$ cat src/rtl/nibble_deserializer.sv
// rtl/nibble_deserializer.sv - bit-serial to 4-bit nibble deserializer with valid/ready output
// Define NIBBLE_DESER_CNT_EN to add the 8-bit handoff counter on nib_cnt_o.
module nibble_deserializer #(
  parameter bit MSB_FIRST = 1'b1
) (
  input  logic       clk_i,
  input  logic       rst_n_i,
  input  logic       ser_bit_i,
  input  logic       ser_valid_i,
  output logic       ser_ready_o,
  input  logic       sync_i,
  output logic       a_o,
  output logic       b_o,
  output logic       c_o,
  output logic       d_o,
  output logic       nib_valid_o,
`ifdef NIBBLE_DESER_CNT_EN
  output logic [7:0] nib_cnt_o,
`endif
  input  logic       nib_ready_i
);

  typedef enum logic [1:0] {S0, S1, S2, S3} state_t;

  state_t      r_state;
  logic [2:0]  r_shift;
  logic [3:0]  r_nib;
  logic        r_valid;
  logic        w_ser_ready;
  logic        w_beat;
  logic        w_handoff;
  logic [3:0]  w_load;

  // Only the completing beat can stall; bits 0..2 of the next nibble always fit.
  assign w_ser_ready = ~((r_state == S3) & r_valid & ~nib_ready_i);
  assign w_beat      = ser_valid_i & w_ser_ready;
  assign w_handoff   = r_valid & nib_ready_i;
  assign w_load      = MSB_FIRST ? {r_shift, ser_bit_i}
                                 : {ser_bit_i, r_shift[0], r_shift[1], r_shift[2]};

  always_ff @(posedge clk_i or negedge rst_n_i) begin
    if (!rst_n_i) begin
      r_state <= S0;
      r_shift <= 3'b000;
      r_nib   <= 4'b0000;
      r_valid <= 1'b0;
    end else begin
      if (w_handoff) r_valid <= 1'b0;
      if (w_beat) r_shift <= {r_shift[1:0], ser_bit_i};
      if (sync_i) begin
        r_state <= w_beat ? S1 : S0;
      end else if (w_beat) begin
        case (r_state)
          S0: r_state <= S1;
          S1: r_state <= S2;
          S2: r_state <= S3;
          default: begin
            r_state <= S0;
            r_nib   <= w_load;
            r_valid <= 1'b1;
          end
        endcase
      end
    end
  end

`ifdef NIBBLE_DESER_CNT_EN
  logic [7:0] r_cnt;

  always_ff @(posedge clk_i or negedge rst_n_i) begin
    if (!rst_n_i) begin
      r_cnt <= 8'd0;
    end else if (w_handoff) begin
      r_cnt <= r_cnt + 8'd1;
    end
  end

  assign nib_cnt_o = r_cnt;
`endif

  assign ser_ready_o = w_ser_ready;
  assign nib_valid_o = r_valid;
  assign a_o         = r_nib[3];
  assign b_o         = r_nib[2];
  assign c_o         = r_nib[1];
  assign d_o         = r_nib[0];

endmodule

$ cat config.mk
export PLATFORM = sky130hd
export DESIGN_NAME = nibble_deserializer
export DESIGN_NICKNAME = d
export VERILOG_FILES = /design/src/rtl/nibble_deserializer.sv
export SDC_FILE = /design/constraint.sdc
export NUM_CORES = 1
export LEC_CHECK = 0
export BUFFER_PORTS_ARGS = -buffer_cell sky130_fd_sc_hd__buf_2
export CAP_MARGIN = 20
export CORE_AREA = 8 8 45 47
export DETAILED_ROUTE_END_ITERATION = 10
export DIE_AREA = 0 0 53 55
export GPL_ROUTABILITY_DRIVEN = 0
export HOLD_SLACK_MARGIN = 0.05
export PLACE_DENSITY = 0.59
export SLEW_MARGIN = 40
export SYNTH_ARGS = -nofsm -noshare
export SYNTH_HDL_FRONTEND = slang
export SYNTH_SLANG_ARGS = --single-unit
export TNS_END_PERCENT = 30
$ cat constraint.sdc
create_clock -name clk_i -period 1.5 [get_ports clk_i]
set_clock_uncertainty 0.15 [all_clocks]
set_input_delay 0.225 -clock clk_i [delete_from_list [all_inputs] [get_ports clk_i]]
set_output_delay 0.225 -clock clk_i [all_outputs]
set_load 0.02 [all_outputs]
==> run_results.csv, run 1 <==
group,metric,value,unit
synth,synth_mux_area_share,18.5,%
timing,final.setup.worst_slack,-20.4,ps
synth,synth_nets,43,
timing,max_slew_margin,85.0,%
cts,clkTransAtPathRegs,70,ps
critical_path,cp.arrival,1520,ps
cts,cts_sinks,10,
min_path,hold_class,"in -> reg",
timing,fin_crit_sh,101,%
power,leakage,0.339,nW
placement,dp_slack,-34.9,ps
finish,diodes,0,
critical_path,cp-start-kind,"flop",
cts,clk_latency,260,ps
synth,syn_area,487,sq um
synth,synth_compound_area_share,7.71,%
timing,setup_viol,2,
placement,port_buffers,11,
power,netSwitchingFraction,31.2,%
cts,ctsHoldBuffers,2,
power,p_clk_share,24.4,%
detailed_routing,routed_wl,894,um
power,seq_power_share,46.0,%
detailed_routing,vias,320,
die,die_w,53,um
timing,worst_slew_pin_slew,221,ps
timing,period_needed,1520,ps
global_routing,grt_usage,7.15,%
synth,synth_simple_gate_area_share,9.25,%
synth,synthAdderAreaFrac,7.71,%
synth,ys_warn_count,0,
global_routing,grt_pass1_wl,1.51,mm
power,power.switching,0.252,mW
cts,postCtsSetupRepairBufs,0,
power,vdd_drop_max,0.593,mV
timing,fmax,658,MHz
synth,synthCells,34,
synth,yosysSeqAreaShare,51.4,%
cts,clockBufferDepth,2,
cts,cts_root_buffer,"clkbuf_4",
critical_path,critPathCaptureType,"flop",
cts,tritoncts,"yes",
die,row_count,14,
finish,fin_nets,62,
detailed_routing,drtPass1Iterations,3,
synth,synth_largest_area_cell,"dfrtp_1",
timing,finalMaxSlewViolations,0,
power,p_int,0.555,mW
die,core-area,1380,sq um
global_routing,grt_antenna_before_repair,0,
global_routing,grt-ovfl-total,0,
finish,drive_above_1_share,53.8,%
run_status,status,"finished with violations",
synth,synth-xor-area-share,0,%
detailed_routing,wl_per_cell,13.1,um
critical_path,slowest_stage,"dfrtp_1",
power,p_total,0.807,mW
global_routing,grt_max_degree,11,
timing,hold_viol,0,
run,max_cap_viol_count,0,
synth,ys_top_cells_by_area,"dfrtp_1 51%, mux2_2 9.3%, mux2_4 9.3%",
synth,synth_top_area_share,51.4,%
placement,hpwlAfterDp,681,um
critical_path,criticalPathCategory,"reg -> reg",
synth,postSynthAreaPerCell,14.3,sq um
detailed_routing,post-route-drc-count,0,
detailed_routing,drt_iter0_markers,3,
critical_path,required,1500,ps
synth,synth_top_family_by_area,"multiplexers",
cts,numCtsBuffers,3,
critical_path,path_cells,"ha_4 > nand3b_1 > a21oi_4 > mux2_2",
finish,area_growth,32.1,%
detailed_routing,avgViaCountPerCell,4.71,
die,die_area,2920,sq um
die,die_h,55,um
run_status,failed_checks,"negative setup slack",
critical_path,reg2reg_slack,-20,ps
power,p_comb_share,29.6,%
critical_path,slowest_delay,390,ps
cts,ctsHtreeMaxLevel,1,
synth,synth_seq_cells,10,
finish,layout_commonest_cell,"buf_2",
timing,rsz0062_at_grt,"true",
die,ios,12,
critical_path,critPathMaxFanout,4,
synth,synth.distinct_cells,14,
global_routing,grt_pass1_vias,351,
detailed_routing,ant_nets,0,
finish,final_cell_mix,"10 x buf_2, 9 x dfrtp_1, 5 x mux2_4",
power,powerDensity,1260,nW/um^2
die,start_util,35.2,%
==> worst paths after layout <==
| path | startpoint | to | depth (start not counted) |
|---|---|---|---|
| hold / removal | sync_i | r_state[1]$_DFFE_PN0P_ | 2 |
| max in group asynchronous | rst_n_i | nib_valid_o$_DFF_PN0_ | 2 |
| min in group asynchronous | rst_n_i | r_state[1]$_DFFE_PN0P_ | 2 |
| setup reg to reg | r_state[1]$_DFFE_PN0P_ | r_nib[1]$_DFFE_PN0P_ | 4 |
| setup / recovery | r_state[1]$_DFFE_PN0P_ | r_nib[1]$_DFFE_PN0P_ | 4 |
| hold reg to reg | r_nib[3]$_DFFE_PN0P_ | r_nib[3]$_DFFE_PN0P_ | 1 |
==> metrics by stage <==
stage	TNS, ps	hold slack (ps)	area [sq um]	cells	utilization [%]
6_report	-38.6	36.7	643	68	46.5
4_1_cts	-64.7	28.8	641	68	46.3
2_1_floorplan	-39.4	-221	490	34	-
3_3_place_gp	-117	-54.1	569	62	41.1
5_1_grt	-205	41.1	643	68	46.5
3_5_place_dp	-112	-52.7	569	62	41.1
==> final cells by class <==
class,count,area [sq um]
inverter,4,15.0
fill,134,741
sequential,10,251
clock buffer,4,26.3
multi-input combinational,19,238
tap,16,20.0
timing repair buffer,15,92.6
==> flip-flops by register name, indices dropped and copies added, names as in the netlist <==
register     cells
r_shift          3
r_state          2
nib_valid_o      1
r_nib            4
==> metal layers <==
metal | up-vias | global-route usage (%) | part of all wire, %
met5 | - | 0 | 0
met4 | 0 | 2.59 | 0
met3 | 0 | 4.28 | 7.9
met2 | 6 | 11.1 | 49
met1 | 159 | 7.91 | 43
li1 | 155 | - | -
==> power groups by stage <==
stage / Combinational (mW) / Clock, mW / Sequential, mW
after global routing: 0.260 / 0.213 / 0.380
after global placement: 0.221 / 0 / 0.370
after CTS: 0.242 / 0.200 / 0.372
final: 0.239 / 0.197 / 0.371
after floorplan: 0.0866 / 0 / 0.422
after detailed placement: 0.223 / 0 / 0.372
==> cells in the mapped netlist <==
master / number
and2_4: 1
o31ai_1: 2
a21oi_2: 1
dfrtp_1: 10
mux2_4: 3
o311ai_0: 1
ha_1: 3
mux2_2: 4
nand3b_1: 1
o21ai_0: 1
buf_6: 1
inv_1: 4
nand4b_1: 1
nand3b_4: 1
==> logic make-up after synthesis <==
| group | count (synthesis) |
|---|---|
| DFF | 10 |
| AOI/OAI and AO/OA | 5 |
| adders and majority gates | 3 |
| and+or+nand+nor | 4 |
| buffers and inverters | 5 |
| muxes | 7 |
==> timing repair <==
item / CTS / global route
cloned: 0 / 0
pin swaps: 2 / 0
endpoints found under the hold margin: 13 / 2
setup endpoints to repair: 5 / 6
resized for setup: 4 / 2
==> worst max-delay path: cells and delay by family, from the launching register on <==
kind            cells  cell delay (ps)
fa+ha+maj           1              160
mux                 1              360
compound gates      1              210
simple gates        1              130
flops               1              390
Note: power is estimated with default switching activity, not from simulation.
==> inputs of run 2 (changes only) <==
--- a/config.mk
+++ b/config.mk
@@ -5,6 +5,7 @@
 export SDC_FILE = /design/constraint.sdc
 export NUM_CORES = 1
 export LEC_CHECK = 0
+export ABC_AREA = 1
 export BUFFER_PORTS_ARGS = -buffer_cell sky130_fd_sc_hd__buf_2
 export CAP_MARGIN = 20
 export CORE_AREA = 8 8 45 47
@@ -12,7 +13,7 @@
 export DIE_AREA = 0 0 53 55
 export GPL_ROUTABILITY_DRIVEN = 0
 export HOLD_SLACK_MARGIN = 0.05
-export PLACE_DENSITY = 0.59
+export PLACE_DENSITY = 0.58
 export SLEW_MARGIN = 40
 export SYNTH_ARGS = -nofsm -noshare
 export SYNTH_HDL_FRONTEND = slang
==> run_results.csv, run 2 <==
group,metric,value,unit
die,die_area,2920,sq um
global_routing,grt_pass1_wl,1.84,mm
power,powerDensity,1140,nW/um^2
synth,synth_top_area_share,52.9,%
synth,synth_seq_cells,10,
synth,yosysSeqAreaShare,52.9,%
critical_path,slowest_delay,410,ps
critical_path,slowest_stage,"dfrtp_1",
power,leakage,0.362,nW
placement,hpwlAfterDp,733,um
synth,synth_most_common_cell,"nand2_1",
timing,finalMaxSlewViolations,0,
min_path,hold_class,"in -> reg",
die,start_util,34.2,%
cts,tritoncts,"yes",
die,row_count,14,
synth,synth_commonest_cells,"19 x nand2_1, 10 x dfrtp_1, 10 x nand3_1, 4 x inv_1, 3 x ha_1",
finish,stdcell_area,671,sq um
synth,ys_warn_count,0,
detailed_routing,wl_per_cell,11.1,um
timing,fmax,690,MHz
finish,layout_commonest_cell,"nand2_1",
critical_path,required,1120,ps
synth,synth_largest_area_cell,"dfrtp_1",
power,power.switching,0.228,mW
die,die_h,55,um
run,max_cap_viol_count,0,
placement,port_buffers,11,
cts,cts_sinks,10,
synth,synthArstFlopShare,100,%
critical_path,reg2reg_slack,160,ps
timing,fin_tns_setup,0,ps
detailed_routing,routed_wl,1.01,mm
power,p_comb_share,23.8,%
synth,syn_area,473,sq um
detailed_routing,post-route-drc-count,0,
finish,largest_reg_flops,4,
finish,top_regs,"r_nib: 4 flops, r_shift: 3 flops, r_state: 2 flops",
synth,postSynthAreaPerCell,8.92,sq um
global_routing,grt_usage,8.64,%
finish,area_growth,41.8,%
finish,fin_util,48.5,%
detailed_routing,drt_iter0_markers,8,
finish,diodes,0,
critical_path,cp-start-kind,"flop",
global_routing,grt_antenna_before_repair,0,
cts,clockBufferDepth,2,
critical_path,critPathMaxFanout,5,
synth,synth-edff-count,0,
finish,regMostFlops,"r_nib",
timing,period_needed,1450,ps
finish,fill_cells,139,
critical_path,path_cells,"ha_4 > nand3_4 > buf_6",
power,p_int,0.536,mW
timing,fin_crit_sh,96.6,%
critical_path,criticalPathCategory,"reg -> out",
synth,synthCells,53,
detailed_routing,ant_nets,0,
die,ios,12,
power,netSwitchingFraction,29.9,%
cts,clkTransAtPathRegs,70,ps
power,p_clk_share,31.0,%
cts,numCtsBuffers,3,
power,vdd_drop_max,0.675,mV
finish,final_cell_mix,"19 x nand2_1, 10 x nand3_1, 10 x buf_2, 10 x dfrtp_1",
timing,max_slew_margin,83.6,%
detailed_routing,vias,413,
cts,cts_root_buffer,"clkbuf_4",
finish,fin_nets,85,
critical_path,critPathCaptureType,"primary output",
timing,worst_slew_pin_slew,245,ps
die,die_w,53,um
placement,dpl_cell_area,548,sq um
die,core-area,1380,sq um
detailed_routing,drtPass1Iterations,5,
power,seq_power_share,45.3,%
critical_path,cp.arrival,1070,ps
detailed_routing,avgViaCountPerCell,4.54,
synth,ys_top_cells_by_area,"dfrtp_1 53%, nand2_1 15%, nand3_1 11%",
synth,synth_nets,62,
cts,ctsHtreeMaxLevel,1,
finish,drive_above_1_share,32.0,%
timing,setup_viol,0,
cts,clk_latency,260,ps
run_status,status,"finished, final reports clean",
timing,hold_viol,0,
global_routing,grt-ovfl-total,0,
global_routing,grt_pass1_vias,417,
synth,yosys_most_used_dff,"dfrtp_1",
global_routing,grt_max_degree,11,
synth,synth.distinct_cells,11,
run 2: stage by stage:
stage	hold slack [ps]	total power, mW	setup WS [ps]	cells
finish	127	0.764	51.3	91
global route	122	0.825	-1.31	91
CTS	108	0.774	3.99	88
detailed placement	-51.8	0.514	167	80
global placement	-49.7	0.511	202	80
floorplan	-221	0.449	190	53
run 2: kinds of logic (layout without fill, tap and decap cells):
group,count (synthesis),in the layout,share of synthesized area (%)
DFF,10,10,52.9
adders and majority gates,3,3,7.94
AOI/OAI and AO/OA,1,1,1.06
and+or+nand+nor,35,35,34.9
buffers and inverters,4,26,3.17
run 2: cell type report:
type                       instances  area, sq um  area share [%]
clock buffer                       4         36.3            5.41
tap                               16         20.0            2.99
inverter                           4         15.0            2.24
timing repair buffer              18          121            18.1
sequential                        10          250            37.3
multi-input combinational         39          228            34.0
run 2: metal layers:
layer	GRT usage [%]	share of wire [%]	vias up
met5	0	0	-
met4	2.59	0.59	0
met3	5.08	7.7	2
met2	15.0	50	8
met1	8.53	41	187
li1	-	-	216
run 2: power groups by stage:
stage / Clock (mW) / Combinational, mW / Sequential [mW]
floorplan: 0 / 0.0589 / 0.390
global placement: 0 / 0.163 / 0.348
detailed placement: 0 / 0.163 / 0.350
CTS: 0.248 / 0.179 / 0.347
global route: 0.266 / 0.206 / 0.353
finish: 0.237 / 0.181 / 0.346
run 2: what timing repair did:
item | 4_1_cts | 5_1_grt
hold buffers | 3 | 0
resized for setup | 4 | 1
endpoints found under the hold margin | 12 | 0
setup endpoints to repair | 1 | 1
cloned | 0 | 0
setup buffers | 1 | 3
pin swaps | 1 | 1
run 2: path summary, 6_finish.rpt:
| kind | cells past startpoint | end | start |
|---|---|---|---|
| worst max register to register | 6 | r_state[1]$_DFFE_PN0P_ | r_state[1]$_DFFE_PN0P_ |
| worst min-delay path | 3 | r_shift[2]$_DFFE_PN0P_ | ser_valid_i |
| min in group asynchronous | 2 | nib_valid_o$_DFF_PN0_ | rst_n_i |
| worst min register to register | 2 | r_nib[1]$_DFFE_PN0P_ | r_nib[1]$_DFFE_PN0P_ |
| max in group asynchronous | 2 | r_shift[1]$_DFFE_PN0P_ | rst_n_i |
| worst max-delay path | 3 | ser_ready_o | r_state[1]$_DFFE_PN0P_ |
run 2: worst max-delay path: cells and delay by family (launching register included):
family	cells	cell delay, ps
adders and majority gates	1	180
buffers and inverters	1	120
DFF	1	410
and+or+nand+nor	1	90
==> inputs of run 3 (changes only) <==
--- a/config.mk
+++ b/config.mk
@@ -13,8 +13,7 @@
 export DIE_AREA = 0 0 53 55
 export GPL_ROUTABILITY_DRIVEN = 0
 export HOLD_SLACK_MARGIN = 0.05
-export PLACE_DENSITY = 0.58
-export SLEW_MARGIN = 40
+export PLACE_DENSITY = 0.56
 export SYNTH_ARGS = -nofsm -noshare
 export SYNTH_HDL_FRONTEND = slang
 export SYNTH_SLANG_ARGS = --single-unit
==> constraint.sdc (replaced) <==
create_clock -name clk_i -period 1.6 [get_ports clk_i]
set_clock_uncertainty 0.15 [all_clocks]
set_input_delay 0.24 -clock clk_i [delete_from_list [all_inputs] [get_ports clk_i]]
set_output_delay 0.24 -clock clk_i [all_outputs]
set_load 0.02 [all_outputs]
==> run_results.csv, run 3 (same netlist as run 2, synthesis figures left out) <==
group,metric,value,unit
timing,holdWs,77.8,ps
cts,tritoncts,"yes",
finish,regMostFlops,"r_nib",
global_routing,grt_antenna_before_repair,0,
global_routing,grt_usage,7.60,%
timing,fmax,654,MHz
detailed_routing,drtPass1Iterations,4,
critical_path,slowest_delay,420,ps
die,die_h,55,um
cts,ctsHtreeMaxLevel,1,
cts,numCtsBuffers,3,
detailed_routing,drt_iter0_markers,12,
die,ios,12,
run_status,status,"finished, final reports clean",
finish,largest_reg_flops,4,
finish,layout_commonest_cell,"nand2_1",
critical_path,r2r-end,"r_nib[2]$_DFFE_PN0P_",
timing,hold_viol,0,
critical_path,reg2reg_slack,330,ps
cts,postCtsSetupRepairBufs,0,
finish,diodes,0,
detailed_routing,wl_per_cell,12.3,um
min_path,hold_class,"in -> reg",
critical_path,crit_end,"ser_ready_o",
detailed_routing,ant_nets,0,
power,leakage,0.327,nW
placement,port_buffers,11,
timing,fin_crit_sh,95.5,%
critical_path,worstSetupStartpoint,"r_state[1]$_DFFE_PN0P_",
placement,hpwlAfterDp,753,um
critical_path,r2r_cells,6,
critical_path,cp-start-kind,"flop",
die,die_area,2920,sq um
die,die_w,53,um
cts,cts_sinks,10,
timing,rsz0062_at_grt,"false",
finish,fill_cells,144,
run,max_cap_viol_count,0,
detailed_routing,avgViaCountPerCell,4.58,
finish,area_growth,27.5,%
critical_path,criticalPathCategory,"reg -> out",
critical_path,required,1210,ps
detailed_routing,vias,385,
detailed_routing,met1_length,444,um
finish,fin_nets,79,
global_routing,grt-ovfl-total,0,
global_routing,grt_pass1_vias,365,
global_routing,grt_pass1_wl,1.57,mm
timing,fin_tns_setup,0,ps
cts,clkTransAtPathRegs,70,ps
critical_path,slowest_stage,"dfrtp_1",
timing,worst_slew_pin_slew,228,ps
detailed_routing,routed_wl,1.04,mm
detailed_routing,dr_wl_met3,69,um
critical_path,cp.depth,3,
finish,final_cell_mix,"19 x nand2_1, 10 x nand3_1, 10 x buf_2, 10 x dfrtp_1, 4 x inv_1",
finish,drive_above_1_share,27.9,%
timing,setup_viol,0,
critical_path,cpLargestDelayFamily,"flip-flops",
timing,finalMaxSlewViolations,0,
critical_path,path_buf_inv,1,
detailed_routing,highest_layer,"met4",
critical_path,cp.arrival,1140,ps
detailed_routing,wl_met2,507,um
finish,seq_area,250,sq um
cts,clockBufferDepth,2,
finish,multi_input_area,228,sq um
finish,top_regs,"r_nib: 4 flops, r_shift: 3 flops, r_state: 2 flops",
timing,period_needed,1530,ps
power,vdd_drop_max,0.297,mV
power,powerDensity,1090,nW/um^2
die,row_count,14,
cts,cts_root_buffer,"clkbuf_4",
detailed_routing,post-route-drc-count,0,
global_routing,grt_max_degree,11,
critical_path,critPathCaptureType,"primary output",
critical_path,path_cells,"ha_4 > nand3_4 > buf_4",
die,core-area,1380,sq um
die,start_util,34.2,%
timing,max_slew_margin,84.8,%
critical_path,r2r-start,"r_state[1]$_DFFE_PN0P_",
critical_path,critPathMaxFanout,7,
cts,clk_latency,260,ps
run 3: cell count changes in the layout (fill, tap and decap cells not counted):
cell	delta
buf_4	-3
buf_6	-1
clkbuf_8	-1
dlygate4sd3_1	-2
run 3: through the flow:
stage / cell area [sq um] / utilization [%] / cells / setup WS [ps] / power (mW)
3_3_place_gp: 548 / 39.6 / 80 / 285 / 0.479
4_1_cts: 583 / 42.1 / 84 / 2.48 / 0.653
5_1_grt: 603 / 43.6 / 84 / 27.1 / 0.692
3_5_place_dp: 548 / 39.6 / 80 / 264 / 0.482
2_1_floorplan: 473 / - / 53 / 290 / 0.421
6_report: 603 / 43.6 / 84 / 71.2 / 0.655
run 3: worst min-delay path by stage:
stage,cells past startpoint,end,from
detailed placement,1,nib_valid_o$_DFF_PN0_,rst_n_i
CTS,2,nib_valid_o$_DFF_PN0_,sync_i
finish,2,nib_valid_o$_DFF_PN0_,sync_i
global route,3,r_shift[0]$_DFFE_PN0P_,ser_bit_i
global placement,1,nib_valid_o$_DFF_PN0_,rst_n_i
floorplan,0,nib_valid_o$_DFF_PN0_,rst_n_i
run 3: power by group:
| group | switching [mW] | internal (mW) | leakage, nW | total (mW) |
|---|---|---|---|---|
| Clock | 0.0863 | 0.0869 | 0.0138 | 0.173 |
| Combinational | 0.100 | 0.0565 | 0.183 | 0.157 |
| Sequential | 0.0278 | 0.297 | 0.129 | 0.325 |
run 3: routing by layer:
metal / up-vias / GRT usage, %
met5: - / 0
met4: 0 / 6.47
met3: 2 / 2.67
met2: 6 / 11.1
met1: 176 / 8.71
li1: 201 / -
run 3: timing repair:
| action | CTS | global route |
|---|---|---|
| pin swaps | 1 | 0 |
| hold buffers | 1 | 0 |
| hold endpoints to repair | 10 | 0 |
| endpoints found under the setup margin | 1 | 1 |
| resized for setup | 1 | 3 |
run 3: final cells by class:
class / instances / share of cell area, %
sequential: 10 / 41.5
inverter: 4 / 2.49
clock buffer: 3 / 3.73
multi-input combinational: 39 / 37.8
tap: 16 / 3.32
timing repair buffer: 12 / 11.2
